### src/rtl/adder_pkg.sv
// ============================================================================
// Module      : adder_pkg
// Description : Shared constants and types for the 12-bit accumulation stage
//               and its carry-skip adder core.
//               c_WIDTH  - operand/accumulator width (multiple of c_BLOCK)
//               c_BLOCK  - carry-skip block width
//               c_CNT_W  - operand / skip-hit counter width
//               c_NBLK   - number of carry-skip blocks
//               acc_state_e - accumulator FSM states
// Revision    : 1.0 - initial release
// ============================================================================
`default_nettype none

package adder_pkg;

    localparam int c_WIDTH = 12;
    localparam int c_BLOCK = 4;
    localparam int c_CNT_W = 8;
    localparam int c_NBLK  = c_WIDTH / c_BLOCK;

    typedef enum logic [0:0] {
        ACCUM = 1'b0,
        HOLD  = 1'b1
    } acc_state_e;

endpackage

`default_nettype wire

### src/rtl/adder_accum_12bit_if.sv
// ============================================================================
// Module      : adder_accum_12bit_if
// Description : Operand-in / result-out handshake bundle for adder_accum_12bit.
//               Signal directions are named from the accumulator's view.
//               i_in_valid/o_in_ready/i_operand/i_last - operand stream
//               o_out_valid/i_out_ready               - result handshake
//               o_sum/o_ovf/o_nops                    - group result
//               o_skip_hits - only with ADDER_ACCUM_SKIP_STATS_EN defined
//               Modports: slave (accumulator), master (operand source/sink).
// Revision    : 1.0 - initial release
// ============================================================================
`default_nettype none

interface adder_accum_12bit_if
    import adder_pkg::*;
#(
    parameter int WIDTH = c_WIDTH,
    parameter int CNT_W = c_CNT_W
) ();

    logic             i_in_valid;
    logic             o_in_ready;
    logic [WIDTH-1:0] i_operand;
    logic             i_last;
    logic             o_out_valid;
    logic             i_out_ready;
    logic [WIDTH-1:0] o_sum;
    logic             o_ovf;
    logic [CNT_W-1:0] o_nops;
`ifdef ADDER_ACCUM_SKIP_STATS_EN
    logic [CNT_W-1:0] o_skip_hits;
`endif

    modport slave (
`ifdef ADDER_ACCUM_SKIP_STATS_EN
        output o_skip_hits,
`endif
        input  i_in_valid, i_operand, i_last, i_out_ready,
        output o_in_ready, o_out_valid, o_sum, o_ovf, o_nops
    );

    modport master (
`ifdef ADDER_ACCUM_SKIP_STATS_EN
        input  o_skip_hits,
`endif
        output i_in_valid, i_operand, i_last, i_out_ready,
        input  o_in_ready, o_out_valid, o_sum, o_ovf, o_nops
    );

endinterface

`default_nettype wire

### src/rtl/adder_accum_12bit_cskip_core.sv
// ============================================================================
// Module      : cskip_core
// Description : Combinational WIDTH-bit carry-skip adder. Carries ripple
//               inside each BLOCK-wide segment; when every bit of a segment
//               propagates, the segment's carry-in bypasses it directly.
//               a, b     - addends
//               cin      - carry in
//               sum      - WIDTH-bit result
//               cout     - carry out of the top block
//               blk_prop - per-block "all bits propagate" (skip taken)
// Revision    : 1.0 - initial release
// ============================================================================
`default_nettype none

module cskip_core #(
    parameter int WIDTH = 12,
    parameter int BLOCK = 4
) (
    input  wire logic [WIDTH-1:0]       a,
    input  wire logic [WIDTH-1:0]       b,
    input  wire logic                   cin,
    output logic      [WIDTH-1:0]       sum,
    output logic                        cout,
    output logic      [WIDTH/BLOCK-1:0] blk_prop
);

    localparam int c_NBLK = WIDTH / BLOCK;

    logic w_carry;    // carry travelling up the chain
    logic w_blk_cin;  // carry entering the current block, kept for the skip mux
    logic w_p;

    // One sequential walk keeps the carry chain in a single process instead
    // of a self-referencing vector.
    always_comb begin
        sum       = '0;
        blk_prop  = '0;
        w_carry   = cin;
        w_blk_cin = 1'b0;
        w_p       = 1'b0;
        for (int i = 0; i < c_NBLK; i++) begin
            w_blk_cin   = w_carry;
            blk_prop[i] = &(a[i*BLOCK +: BLOCK] ^ b[i*BLOCK +: BLOCK]);
            for (int j = 0; j < BLOCK; j++) begin
                w_p                = a[i*BLOCK + j] ^ b[i*BLOCK + j];
                sum[i*BLOCK + j]   = w_p ^ w_carry;
                w_carry            = (a[i*BLOCK + j] & b[i*BLOCK + j]) | (w_p & w_carry);
            end
            // Fully propagating block: its carry-out equals its carry-in.
            if (blk_prop[i]) begin
                w_carry = w_blk_cin;
            end
        end
        cout = w_carry;
    end

endmodule

`default_nettype wire

### src/rtl/adder_accum_12bit.sv
// ============================================================================
// Module      : adder_accum_12bit
// Description : Accumulates a valid/ready operand stream through a carry-skip
//               adder. The operand flagged last closes the group; the total,
//               sticky carry-out flag and operand count are then held on the
//               result handshake until consumed.
//               i_clk   - rising-edge clock
//               i_rst_n - asynchronous active-low reset
//               i_clear - synchronous abort of the current group
//               bus     - adder_accum_12bit_if.slave operand/result bundle
//               Optional macro ADDER_ACCUM_SKIP_STATS_EN adds o_skip_hits, a
//               saturating count of operands that took at least one skip path.
// Revision    : 1.0 - initial release
// ============================================================================
`default_nettype none

module adder_accum_12bit
    import adder_pkg::*;
#(
    parameter int WIDTH = c_WIDTH,
    parameter int BLOCK = c_BLOCK,
    parameter int CNT_W = c_CNT_W
) (
    input  wire logic           i_clk,
    input  wire logic           i_rst_n,
    input  wire logic           i_clear,
    adder_accum_12bit_if.slave  bus
);

    localparam int c_NB = WIDTH / BLOCK;

    acc_state_e       r_state;
    acc_state_e       w_state_nxt;
    logic [WIDTH-1:0] r_acc;
    logic             r_ovf;
    logic [CNT_W-1:0] r_nops;
    logic             w_in_fire;
    logic             w_out_fire;
    logic [WIDTH-1:0] w_sum;
    logic             w_cout;
    logic [c_NB-1:0]  w_blk_prop;

    cskip_core #(
        .WIDTH (WIDTH),
        .BLOCK (BLOCK)
    ) u_cskip_core (
        .a        (r_acc),
        .b        (bus.i_operand),
        .cin      (1'b0),
        .sum      (w_sum),
        .cout     (w_cout),
        .blk_prop (w_blk_prop)
    );

    // State register
    always_ff @(posedge i_clk or negedge i_rst_n) begin
        if (!i_rst_n) begin
            r_state <= ACCUM;
        end else begin
            r_state <= w_state_nxt;
        end
    end

    // Next state and handshake qualification; clear overrides both handshakes.
    always_comb begin
        w_state_nxt = r_state;
        w_in_fire   = 1'b0;
        w_out_fire  = 1'b0;
        case (r_state)
            ACCUM: begin
                w_in_fire = bus.i_in_valid;
                if (bus.i_in_valid && bus.i_last) begin
                    w_state_nxt = HOLD;
                end
            end
            HOLD: begin
                w_out_fire = bus.i_out_ready;
                if (bus.i_out_ready) begin
                    w_state_nxt = ACCUM;
                end
            end
            default: w_state_nxt = ACCUM;
        endcase
        if (i_clear) begin
            w_state_nxt = ACCUM;
            w_in_fire   = 1'b0;
            w_out_fire  = 1'b0;
        end
    end

    // Accumulator, sticky overflow and saturating operand count
    always_ff @(posedge i_clk or negedge i_rst_n) begin
        if (!i_rst_n) begin
            r_acc  <= '0;
            r_ovf  <= 1'b0;
            r_nops <= '0;
        end else if (i_clear || w_out_fire) begin
            r_acc  <= '0;
            r_ovf  <= 1'b0;
            r_nops <= '0;
        end else if (w_in_fire) begin
            r_acc  <= w_sum;
            r_ovf  <= r_ovf | w_cout;
            if (r_nops != '1) begin
                r_nops <= r_nops + 1'b1;
            end
        end
    end

`ifdef ADDER_ACCUM_SKIP_STATS_EN
    logic [CNT_W-1:0] r_skip_hits;

    always_ff @(posedge i_clk or negedge i_rst_n) begin
        if (!i_rst_n) begin
            r_skip_hits <= '0;
        end else if (i_clear || w_out_fire) begin
            r_skip_hits <= '0;
        end else if (w_in_fire && (|w_blk_prop) && (r_skip_hits != '1)) begin
            r_skip_hits <= r_skip_hits + 1'b1;
        end
    end

    assign bus.o_skip_hits = r_skip_hits;
`else
    logic w_unused_blk_prop;
    assign w_unused_blk_prop = ^w_blk_prop;
`endif

    // Ready/valid depend on state only, so no path from i_out_ready to o_in_ready.
    assign bus.o_in_ready  = (r_state == ACCUM);
    assign bus.o_out_valid = (r_state == HOLD);
    assign bus.o_sum       = r_acc;
    assign bus.o_ovf       = r_ovf;
    assign bus.o_nops      = r_nops;

endmodule

`default_nettype wire
### src/flat_wrapper.sv
// flat-port wrapper written by rule: the top's interface ports become plain ports
module adder_accum_12bit_flat import adder_pkg::*;
#(
    parameter int WIDTH = c_WIDTH,
    parameter int BLOCK = c_BLOCK,
    parameter int CNT_W = c_CNT_W
)
  (i_clk, i_rst_n, i_clear, bus_i_in_valid, bus_i_operand, bus_i_last, bus_i_out_ready, bus_o_in_ready, bus_o_out_valid, bus_o_sum, bus_o_ovf, bus_o_nops);
  adder_accum_12bit_if #(.WIDTH(WIDTH), .CNT_W(CNT_W)) bus_i ();
  input  wire logic i_clk;
  input  wire logic i_rst_n;
  input  wire logic i_clear;
  input wire logic [$bits(bus_i.i_in_valid)-1:0] bus_i_in_valid;
  input wire logic [$bits(bus_i.i_operand)-1:0] bus_i_operand;
  input wire logic [$bits(bus_i.i_last)-1:0] bus_i_last;
  input wire logic [$bits(bus_i.i_out_ready)-1:0] bus_i_out_ready;
  output wire logic [$bits(bus_i.o_in_ready)-1:0] bus_o_in_ready;
  output wire logic [$bits(bus_i.o_out_valid)-1:0] bus_o_out_valid;
  output wire logic [$bits(bus_i.o_sum)-1:0] bus_o_sum;
  output wire logic [$bits(bus_i.o_ovf)-1:0] bus_o_ovf;
  output wire logic [$bits(bus_i.o_nops)-1:0] bus_o_nops;
  assign bus_i.i_in_valid = bus_i_in_valid;
  assign bus_i.i_operand = bus_i_operand;
  assign bus_i.i_last = bus_i_last;
  assign bus_i.i_out_ready = bus_i_out_ready;
  assign bus_o_in_ready = bus_i.o_in_ready;
  assign bus_o_out_valid = bus_i.o_out_valid;
  assign bus_o_sum = bus_i.o_sum;
  assign bus_o_ovf = bus_i.o_ovf;
  assign bus_o_nops = bus_i.o_nops;
  adder_accum_12bit #(.WIDTH(WIDTH), .BLOCK(BLOCK), .CNT_W(CNT_W)) u_core (.i_clk(i_clk), .i_rst_n(i_rst_n), .i_clear(i_clear), .bus(bus_i));
endmodule
### config.mk
export PLATFORM = sky130hd
export DESIGN_NAME = adder_accum_12bit_flat
export DESIGN_NICKNAME = d
export VERILOG_FILES = /design/src/rtl/adder_pkg.sv /design/src/rtl/adder_accum_12bit_if.sv /design/src/rtl/adder_accum_12bit_cskip_core.sv /design/src/rtl/adder_accum_12bit.sv /design/src/flat_wrapper.sv
export SDC_FILE = /design/constraint.sdc
export NUM_CORES = 1
export LEC_CHECK = 0
export ABC_AREA = 1
export BUFFER_PORTS_ARGS = -buffer_cell sky130_fd_sc_hd__buf_2
export CELL_PAD_IN_SITES_DETAIL_PLACEMENT = 1
export CELL_PAD_IN_SITES_GLOBAL_PLACEMENT = 2
export CORE_MARGIN = 4
export CORE_UTILIZATION = 34
export CTS_CLUSTER_DIAMETER = 30
export DETAILED_ROUTE_END_ITERATION = 7
export PLACE_DENSITY_LB_ADDON = 0.1
export SYNTH_ARGS = -nofsm -noshare
export SYNTH_HDL_FRONTEND = slang
export SYNTH_SLANG_ARGS = --single-unit
### constraint.sdc
create_clock -name i_clk -period 7.5 [get_ports i_clk]
set_clock_uncertainty 0.15 [all_clocks]
set_input_delay 1.5 -clock i_clk [delete_from_list [all_inputs] [get_ports i_clk]]
set_output_delay 1.5 -clock i_clk [all_outputs]
set_load 0.02 [all_outputs]
# Word-level counts from Yosys, hierarchy flattened
# Cells that the tools add are included.
# Widths: inputs -> output; s select.
dict set report word_totals {
  reg_bits 22
  in_bits 18
  wordCells 94
}
dict set report op_classes {
  addsub 1
  eq_ne 1
  mux 18
  bitwise_logic 62
  n_reduce_logical 8
}
# op count
set ops {}
lappend ops {{$mux 12} 2}
lappend ops {{$mux 8} 3}
lappend ops {{$and 1x1->1} 23}
lappend ops {{$xor 1x1->1} 23}
lappend ops {{$mux 1} 12}
lappend ops {{$or 1x1->1} 12}
lappend ops {{$reduce_and 4->1} 3}
lappend ops {{$xor 4x4->4} 3}
lappend ops {{$add 8x1->8 const B} 1}
lappend ops {{$ne 8x8->1 const B} 1}
lappend ops {{$reduce_bool 2->1} 2}
lappend ops {{$pmux 1 s2} 1}
lappend ops {{$reduce_and 2->1} 1}
lappend ops {{$logic_and 1x1->1} 1}
lappend ops {{$logic_or 1x1->1} 1}
lappend ops {{$not 1->1} 1}

# Longest topological paths before layout
dict set report logic_depth {
  word_depth 29
  mapped_depth 26
  mapped_depth_nobuf 26
}

# Cells and area by module
# Synthesis repeated with hierarchy kept, for this count alone.
dict set report hier_totals {
  cells_unflattened 185
  area_unflattened_um2 1617.8
}
# module instances cells_per_inst area_each_um2
set modules_own_cells {}
lappend modules_own_cells {adder_accum_12bit 1 134 1091.0}
lappend modules_own_cells {cskip_core 1 51 526.8}

# Least setup slack after synthesis
# OpenSTA, ideal clock, no wires.
dict set report synth_path {
  path_kind {input to register}
  from {input bus_i_operand[0]}
  to {register u_core.r_ovf, in the netlist u_core.bus.o_ovf}
  setup_time_ns 0.077
  arrival_ns 5.977
  required_time_ns 7.273
  path_slack_ns 1.296
  cell_stages 26
  n_path_buf 0
  cell_sequence {ha_1 inv_1 fa_1 fa_1 inv_1 fa_1 o21a_1 fa_1 inv_1 fa_1 fa_1 fa_1 inv_1 o21ai_0 and2_1 fa_1 fa_1 inv_1 fa_1 inv_1 fa_1 inv_1 nor2_1 nor2_1 nand2_1 a21oi_1}
}
dict set report synth_between {
  elab_chain_cells 29
}
# element line
set synth_lines {}
lappend synth_lines {{from (decl)} flat_wrapper.sv:14} ;# input wire logic [$bits(bus_i.i_operand)-1:0] bus_i_operand;
lappend synth_lines {{$and 1x1->1 (2 in series)} adder_accum_12bit_cskip_core.sv:47} ;# w_carry = (a[i*BLOCK + j] & b[i*BLOCK + j]) | (w_p & w_carry);
lappend synth_lines {{$or 1x1->1} adder_accum_12bit_cskip_core.sv:47}
lappend synth_lines {{$and 1x1->1} adder_accum_12bit_cskip_core.sv:47}
lappend synth_lines {{$or 1x1->1} adder_accum_12bit_cskip_core.sv:47}
lappend synth_lines {{$and 1x1->1} adder_accum_12bit_cskip_core.sv:47}
lappend synth_lines {{$or 1x1->1} adder_accum_12bit_cskip_core.sv:47}
lappend synth_lines {{$mux 1 *} adder_accum_12bit_cskip_core.sv:50} ;# if (blk_prop[i]) begin
lappend synth_lines {{$and 1x1->1} adder_accum_12bit_cskip_core.sv:47}
lappend synth_lines {{[... 12 more ...]} -}
lappend synth_lines {{$and 1x1->1} adder_accum_12bit_cskip_core.sv:47}
lappend synth_lines {{$or 1x1->1} adder_accum_12bit_cskip_core.sv:47}
lappend synth_lines {{$and 1x1->1} adder_accum_12bit_cskip_core.sv:47}
lappend synth_lines {{$or 1x1->1} adder_accum_12bit_cskip_core.sv:47}
lappend synth_lines {{$mux 1 *} adder_accum_12bit_cskip_core.sv:50}
lappend synth_lines {{$or 1x1->1 *} adder_accum_12bit.sv:103} ;# r_ovf <= r_ovf | w_cout;
lappend synth_lines {{$mux 1 *} adder_accum_12bit.sv:101} ;# end else if (w_in_fire) begin
lappend synth_lines {{$mux 1 *} adder_accum_12bit.sv:97} ;# end else if (i_clear || w_out_fire) begin
lappend synth_lines {{to (signal assigned)} adder_accum_12bit.sv:103}
lappend synth_lines {{to (decl)} adder_accum_12bit.sv:35} ;# logic r_ovf;
# Every way passes the cells marked *; elsewhere a longest branch is shown, timed or not. The select of a mux whose other input is x is not followed.
# A chain may end at the register's enable or synchronous reset.

# Final worst setup path
# Same ends and word-level chain as after synthesis.

==> results.toml <==
[clock_tree]
clk_path_buf_depth = 2
clock-sinks = 22
ctsResizeCount = 0
insertion_delay_ps = 260
cts_root_buf = "clkbuf_8"
clk_pin_slew_worst_paths_ps = 90
htree_num_levels = 1
cts_tree = "done"
cts_setup_buffers = 0
cts_hold_buf = 0
cts_made_buffers = 3

[cells_and_area]
design_area_sq_um = 1900
synthToLayoutAreaGrowth_pct = 17.3
fillers = 554
finish.utilization_pct = 42.5
n_antenna_cell = 0
drive_gt1_share_pct = 29.0
final_nets = 264

[global_route]
grt.total_usage_pct = 14.5
grt_overflow = 0
grt_pass1_wl_mm = 7.02
grt_pass1_vias = 1531
antenna_found_initial = 0
grt_max_degree = 23

[worst_setup_path]
cp_slowest_stage_delay_ps = 400
cp-start-kind = "input pin"
cp.required_ps = 7540
endpoint_kind = "flop"
path_delay_family = "adder cells"
timing.reg2reg.setup_slack_ps = 2050
cp-endpoint = "u_core.bus.o_ovf"
cp.arrival_ps = 6410
criticalPathCategory = "in -> reg"
crit_path_frequent_cell = "fa_1"
reg2reg_to = "u_core.bus.o_ovf"
crit_start = "bus_i_operand[0]"
reg2reg_depth = 26
critPathSlowestCell = "fa_1"
timing.rr.start = "u_core.bus.o_sum[0]"
crit_buf_inv = 8
path_depth = 27
path_max_fanout = 2

[timing]
slew_headroom_pct = 63.6
setup_viol = 0
setup_total_negative_slack_ps = 0
rsz0062_at_grt = "no"
min_period_ps = 6360
worst_slew_pin_slew_ps = 546
maxClockFrequency_mhz = 157
timing.final.max_slew_violations = 0
post-route-period-util_pct = 84.9
hold_viol = 0

[pwr]
leakagePower_nw = 1.01
finalPower_uw = 332
peakVddDrop_v = 0.0000821
power.density_nw_per_um2 = 175

[floorplanning]
row_count = 24
die_y_um = 77.1
die_area_sq_um = 5940
io_pins = 41
core_area_sq_um = 4470
die_w_um = 77.1
start_util_pct = 36.3

[detailed_routing]
wl_mm = 3.92
wl_per_cell_um = 14.4
vias = 1297
vias_per_cell = 4.75
drtIter0Drc = 26
drt_pre_antenna_iters = 4
drtAntennaViolNets = 0
drc = 0

[synth]
async_reset_ff_share_pct = 100
netlist_instances = 181
synth_xor_xnor_area_share_pct = 1.62
synth_fp_nets = 223
yosysSeqAreaShare_pct = 33.9
post_synth_num_cell_types = 27
yosysWarningCount = 0
synth-compound-area-share_pct = 10.1
yosys.area_share.simple_pct = 20.4
ys.flop_type = "dfrtp_1"
synth_fa_ha_area_share_pct = 23.6
synth_area_sq_um = 1620
synth.area.mux_share_pct = 0
synth-seq-cells = 22
avgSynthCellArea_sq_um = 8.97
synth_edf_count = 0
synth_top_family_by_area = "adder cells"

[place]
dp_hpwl_mm = 3.03
routabilityCongestion = 0.756
port_buffers = 40
dpl-instance-area_sq_um = 1850

[flow_run]
drv_cap = 0

[hold_path]
hp-class = "reg -> reg"

[status]
outcome = "complete, no violations"
report_power, final:
group	total [mW]	internal [mW]	switching (mW)
sequential	0.142	0.129	0.0123
clock	0.0901	0.0468	0.0433
combinational	0.101	0.0371	0.0636
flip-flops by register name (all words and copies together) (netlist names):
register,cells
u_core.bus.o_sum,12
u_core.bus.o_nops,8
u_core.bus.o_out_valid,1
u_core.bus.o_ovf,1
per-stage QoR:
step | hold WS [ps] | setup slack [ps] | instances
after detailed placement | 377 | 855 | 269
after CTS | 404 | 1100 | 273
after global routing | 437 | 774 | 273
final | 401 | 1140 | 273
after floorplan | 456 | 1300 | 181
after global placement | 358 | 886 | 269
synth_stat cells (2+ instances only):
master   count  area share, %
a21oi_1      7            2.2
dfrtp_1     22             34
fa_1        11             14
ha_1        13             10
inv_1       31            7.2
inv_2        3           0.69
nand2_1     38            8.8
nand2_2      7            2.7
nand2_4      2            1.4
nand3_1      8            2.5
nor2_1      10            2.3
nor2_4       2            1.4
o21ai_2      4            2.2
o31ai_1      8            3.7
xor2_1       3            1.6
worst reg2reg max path: cells and delay by family (launching register included):
family / cells / cell delay, ps
fa+ha+maj: 12 / 3690
flops: 1 / 380
simple gates: 4 / 390
compound gates: 3 / 360
buf+inv: 7 / 430
layout by cell type, fill, tap and decap left out:
cell / instances
xor2_1: 3
nand2_4: 2
dfrtp_1: 22
buf_2: 40
inv_2: 3
a21oi_1: 7
clkbuf_8: 4
nor2_4: 2
o31ai_1: 8
nand2_2: 7
nand3_1: 8
o21a_1: 1
o21ai_1: 1
or2_1: 1
fa_1: 11
o21ai_2: 4
ha_1: 13
o21ai_0: 1
inv_1: 31
nor2_1: 10
a21o_2: 1
nand2_1: 38
and2_1: 1
nor3_2: 1
o21bai_1: 1
worst min-delay path by stage:
stage / endpoint / start / cells past startpoint / slack (ps)
floorplan: u_core.bus.o_ovf / u_core.bus.o_ovf / 2 / 460
global placement: u_core.bus.o_ovf / u_core.bus.o_ovf / 2 / 360
detailed placement: u_core.bus.o_ovf / u_core.bus.o_ovf / 2 / 380
CTS: u_core.bus.o_ovf / u_core.bus.o_ovf / 2 / 400
global route: u_core.bus.o_nops[7] / u_core.bus.o_nops[7] / 2 / 440
finish: u_core.bus.o_ovf / u_core.bus.o_ovf / 2 / 400
layer usage:
layer  share of wire (%)  GRT usage, %
met3                 3.3          2.34
met2                  54          28.1
met4                0.61          2.67
met5                   0             0
met1                  42          16.8
layout make-up:
cell class	instances	area [sq um]	area share [%]
sequential	22	551	28.9
multi-input combinational	121	905	47.5
clock buffer	4	55.1	2.89
inverter	34	128	6.71
tap	52	65.1	3.42
timing repair buffer	40	200	10.5
logic make-up after synthesis:
group	Yosys count
AOI/OAI and AO/OA	24
buffers and inverters	38
DFF	22
xor gates and xnor gates	3
and+or+nand+nor	70
adders and majority gates	24
Note: power is estimated with default switching activity, not from simulation.
